`src/rtl/npu_requant.sv`:
```
// Per-channel requantization: acc * Q31 scale, rounding right shift, saturation; 3-stage pipeline.
// Optional fused ReLU via NPU_REQUANT_RELU_EN (negative results clamped to 0 after saturation).
module npu_requant #(
  localparam int M_LEN  = 32,
  localparam int S_LEN  = 32,
  localparam int SH_LEN = 5
) (
  input  logic              clk_i,
  input  logic              rstn_i,
  input  logic              clear_i,
  input  logic [M_LEN-1:0]  acc_i,
  input  logic [S_LEN-1:0]  mult_i,
  input  logic [SH_LEN-1:0] shift_i,
  input  logic              valid_i,
  output logic              ready_o,
  output logic [M_LEN-1:0]  data_o,
  output logic              valid_o,
  input  logic              ready_i
);

  localparam int P_LEN = M_LEN + S_LEN;
  localparam logic [M_LEN-1:0]  ACC_MIN  = {1'b1, {(M_LEN-1){1'b0}}};
  localparam logic [S_LEN-1:0]  MULT_MIN = {1'b1, {(S_LEN-1){1'b0}}};
  localparam logic [P_LEN-1:0]  RND_H    = {{(P_LEN-31){1'b0}}, 1'b1, 30'd0};
  localparam logic [32:0]       H_MAX    = 33'h0_7FFF_FFFF;
  localparam logic [SH_LEN-1:0] SH_ONE   = {{(SH_LEN-1){1'b0}}, 1'b1};
  localparam logic signed [35:0] R_MAX   = 36'sh0_7FFF_FFFF;
  localparam logic signed [35:0] R_MIN   = 36'shF_8000_0000;

  // Handshake: a beat moves on valid & ready at the rising edge. All stages
  // advance together on en; ready_o is en and never looks at valid_i.
  logic en;

  logic signed [M_LEN-1:0] acc1_q;
  logic signed [S_LEN-1:0] mult1_q;
  logic [SH_LEN-1:0]       sh1_q;
  logic                    v1_q;

  logic signed [P_LEN-1:0] prod2_d, prod2_q;
  logic                    ovf2_d, ovf2_q;
  logic [SH_LEN-1:0]       sh2_q;
  logic                    v2_q;

  logic [M_LEN-1:0]        data_d, data_q;
  logic                    v3_q;

  logic [P_LEN-1:0]        p_mag;
  logic [32:0]             h_mag;
  logic                    h_neg;
  logic [33:0]             rnd;
  logic [33:0]             r_mag;
  logic signed [35:0]      r_val;

  assign en      = ready_i | ~v3_q;
  assign ready_o = en;
  assign valid_o = v3_q;
  assign data_o  = data_q;

  assign prod2_d = $signed({{(P_LEN-M_LEN){acc1_q[M_LEN-1]}}, acc1_q}) *
                   $signed({{(P_LEN-S_LEN){mult1_q[S_LEN-1]}}, mult1_q});
  assign ovf2_d  = (acc1_q == ACC_MIN) && (mult1_q == MULT_MIN);

  // Work on magnitudes so both roundings are half-away-from-zero.
  always_comb begin
    p_mag = prod2_q[P_LEN-1] ? -prod2_q : prod2_q;
    h_mag = 33'((p_mag + RND_H) >> 31);
    h_neg = prod2_q[P_LEN-1] & ~ovf2_q;
    if (ovf2_q) begin
      h_mag = H_MAX;
    end
    rnd   = (sh2_q == '0) ? 34'd0 : (34'd1 << (sh2_q - SH_ONE));
    r_mag = ({1'b0, h_mag} + rnd) >> sh2_q;
    r_val = h_neg ? -$signed({2'b00, r_mag}) : $signed({2'b00, r_mag});
    if (r_val > R_MAX) begin
      data_d = R_MAX[M_LEN-1:0];
    end else if (r_val < R_MIN) begin
      data_d = R_MIN[M_LEN-1:0];
    end else begin
      data_d = r_val[M_LEN-1:0];
    end
`ifdef NPU_REQUANT_RELU_EN
    if (data_d[M_LEN-1]) begin
      data_d = '0;
    end
`endif
  end

  always_ff @(posedge clk_i or negedge rstn_i) begin
    if (!rstn_i) begin
      acc1_q  <= '0;
      mult1_q <= '0;
      sh1_q   <= '0;
      prod2_q <= '0;
      ovf2_q  <= 1'b0;
      sh2_q   <= '0;
      data_q  <= '0;
    end else begin
      if (en) begin
        acc1_q  <= acc_i;
        mult1_q <= mult_i;
        sh1_q   <= shift_i;
        prod2_q <= prod2_d;
        ovf2_q  <= ovf2_d;
        sh2_q   <= sh1_q;
      end
      // A flush leaves the last presented output value in place.
      if (en && !clear_i) begin
        data_q <= data_d;
      end
    end
  end

  always_ff @(posedge clk_i or negedge rstn_i) begin
    if (!rstn_i) begin
      v1_q <= 1'b0;
      v2_q <= 1'b0;
      v3_q <= 1'b0;
    end else if (clear_i) begin
      v1_q <= 1'b0;
      v2_q <= 1'b0;
      v3_q <= 1'b0;
    end else if (en) begin
      v1_q <= valid_i;
      v2_q <= v1_q;
      v3_q <= v2_q;
    end
  end

endmodule

```
`config.mk`:
```
export PLATFORM = sky130hd
export DESIGN_NAME = npu_requant
export DESIGN_NICKNAME = d
export VERILOG_FILES = /design/src/rtl/npu_requant.sv
export SDC_FILE = /design/constraint.sdc
export NUM_CORES = 2
export LEC_CHECK = 0
export CAP_MARGIN = 20
export CORE_UTILIZATION = 50
export CTS_BUF_LIST = sky130_fd_sc_hd__clkbuf_16
export CTS_CLUSTER_DIAMETER = 200
export DETAILED_ROUTE_END_ITERATION = 16
export PLACE_DENSITY = 0.69
export SYNTH_ARGS = -nofsm -noshare
export SYNTH_HDL_FRONTEND = slang
export SYNTH_SLANG_ARGS = --single-unit
```
`constraint.sdc`:
```
create_clock -name clk_i -period 26 [get_ports clk_i]
set_clock_uncertainty 0.2 [all_clocks]
set_input_delay 3.9 -clock clk_i [delete_from_list [all_inputs] [get_ports clk_i]]
set_output_delay 3.9 -clock clk_i [all_outputs]
set_load 0.02 [all_outputs]
```
==> out/qor.yml <==
crit_slowest_cell: "or4_1"
post_drt_wl_per_cell_um: 20.42
post-synth-top-area-cell: "fa_1"
min_path_cells: 2
worst_slew_pin_slew_ns: 1.146
worst_setup_path_end_kind: "register"
grt_antenna_before_repair: 5
fill_cells: 9238
ys_ff_latch: 174
status: "completed"
dr.pass1.iters: 5
drt-initial-drc-count: 3492
fmax_mhz: 86.94
relSlewSlack_pct: 21.64
critPathKind: "reg2reg"
wl_mm: 145.9
synth_nets: 7283
start_kind: "register"
post-route-period-util_pct: 44.24
synth.area.top_cells: "fa_1, inv_1, dfrtp_1"
fin_tns_setup_ns: 0
cts_root_buf: "clkbuf_16"
hold_violations: 0
die_area_sq_mm: 0.1027
clock_latency_ns: 0.50
met1_usage_pct: 41.82
min_path_type: "reg2reg"
viasPerCell: 5.636
postCtsSetupRepairBufs: 0
synth_area_sq_mm: 0.05071
track_usage_pct: 29.38
pin_count: 108
globalplace.congestion: 0.9707
synth-seq-area-share_pct: 8.586
max_stage_delay_ns: 0.72
first_global_vias: 41240
min_from: "acc1_q[25]"
finalSetupViolCount: 0
cts-buffers-inserted: 17
synth_top_area_share_pct: 42.75
hold_end: "acc1_q[25]"
drtAntennaViolNets: 0
drc: 0
slew_violations: 0
num_vias: 40290
grt_max_degree: 74
rsz0062_at_grt: "no"
r2r_end: "data_o[28]"
die_h_um: 320.5
start_util_pct: 50.57
cp_data_arrival_time_ns: 11.69
synth_common_cells: "inv_1, nand2_1, fa_1, clkbuf_1, and2_1"
r2r_cells: 35
synth_edf_count: 0
cts_hold_buffers: 0
yosysUniqueCellTypes: 105
drive_above_1_share_pct: 4.596
cts_resized: 0
clk_path_buf_depth: 2
io_buffer_count: 107
met2_usage_pct: 45.67
clkTransAtPathRegs_ns: 0.07
r2r_start: "prod2_q[14]"
clkSinkCount: 174
grt_util_met3_pct: 5.841
post-route-min-period_ns: 11.50
yosysWarningCount: 0
grt-busiest-layer: "met2"
path_max_fanout: 20
die_w_um: 320.5
cts_tree: "done"
crit_required_ns: 26.18
async_reset_ff_share_pct: 100.0
area_growth_syn_to_layout_pct: 5.310
grt.overflow.total: 0
grt_pass1_wl_mm: 234.4
core_area_sq_mm: 0.1003
htreeDepth: 4
layout.nets: 7150
rows: 116
r2r_slack_ns: 14.50
ys_dominant_reg_cell: "dfrtp_1"
synthCells: 5908
synth.most_common_cell: "inv_1"
dp_hpwl_mm: 113.8
synth_area_per_cell_sq_um: 8.584
maxCapViolCount: 0
[registers in the layout, summed over array words and instances (netlist names)]
| signal | count |
|---|---|
| v2_q | 1 |
| mult1_q | 32 |
| data_o | 32 |
| sh1_q | 5 |
| prod2_q | 64 |
| sh2_q | 5 |
| ovf2_q | 1 |
| v1_q | 1 |
| acc1_q | 32 |
| valid_o | 1 |
[critical path: cells and delay by family (launching register included)]
family | cells | cell delay (ns)
flip-flops | 1 | 0.39
XOR/XNOR | 2 | 0.22
buffers and inverters | 1 | 0.43
AO/OA/AOI/OAI | 13 | 4.10
AND/OR/NAND/NOR | 18 | 5.55
adder cells (fa/ha/maj) | 1 | 0.48
[metrics by stage]
step | cells | worst slack (ns) | util [%] | hold WS, ns | instance area [sq um]
floorplan | 5908 | 16.78 | - | 0.2386 | 50710
global placement | 7112 | 14.95 | 52.66 | 0.2504 | 52820
detailed placement | 7112 | 14.87 | 52.66 | 0.2590 | 52820
CTS | 7144 | 14.81 | 53.22 | 0.2753 | 53370
global route | 7145 | 13.91 | 53.24 | 0.2907 | 53400
finish | 7148 | 14.50 | 53.25 | 0.2665 | 53410
[logic make-up (layout without fill, tap and decap cells)]
family / after synthesis / count (layout) / share of synthesized area [%]
XOR/XNOR: 167 / 167 / 2.884
adder cells (fa/ha/maj): 1302 / 1302 / 48.15
AO/OA/AOI/OAI: 669 / 669 / 9.205
flip-flops: 174 / 174 / 8.586
AND/OR/NAND/NOR: 2034 / 2034 / 18.65
other: 1 / 4 / 0.007395
buffers and inverters: 1519 / 1399 / 11.37
multiplexers: 42 / 42 / 1.152
[cell type report]
type                            count  area [sq um]  area share (%)
Tap cell                         1357          1698           3.179
Clock buffer                       17         425.4          0.7966
Antenna cell                        3         7.507         0.01406
Clock inverter                     15         128.9          0.2413
Timing Repair Buffer              199          1785           3.343
Inverter                         1168          4389           8.219
Multi-Input combinational cell   4215         40610           76.04
Sequential cell                   174          4362           8.167
[placed cells by master (no fill, tap or decap), drive strengths merged, types with 42 or more instances in the layout]
master and instances:
xor2 67, nand2 1126, a21oi 166, xnor2 100, fa 1083, nor3 45, a21o 58, nand3 47
nor2 237, dfrtp 174, o21ai 130, and2 282, o22ai 42, nor4 47, inv 1171, buf 92
clkdlybuf4s50 106, ha 218, nand2b 84
[worst max-delay path by stage]
| stage | startpoint | endpoint | slack [ns] |
|---|---|---|---|
| after global routing | prod2_q[14] | data_o[30] | 13.91 |
| after global placement | prod2_q[14] | data_o[14] | 14.95 |
| final | prod2_q[14] | data_o[28] | 14.50 |
| after CTS | prod2_q[14] | data_o[28] | 14.81 |
| after floorplan | mult1_q[2] | prod2_q[63] | 16.78 |
| after detailed placement | prod2_q[14] | data_o[28] | 14.87 |
[routing by layer]
metal | vias up | share of wire [%]
met2 | 1796 | 46
met5 | - | 0.016
met3 | 283 | 9.3
met1 | 20420 | 43
li1 | 17780 | -
met4 | 4 | 2.5
Power is left out: the tool's default activity adds up to more than one toggle a clock period on the data nets, which glitch-free logic cannot reach.
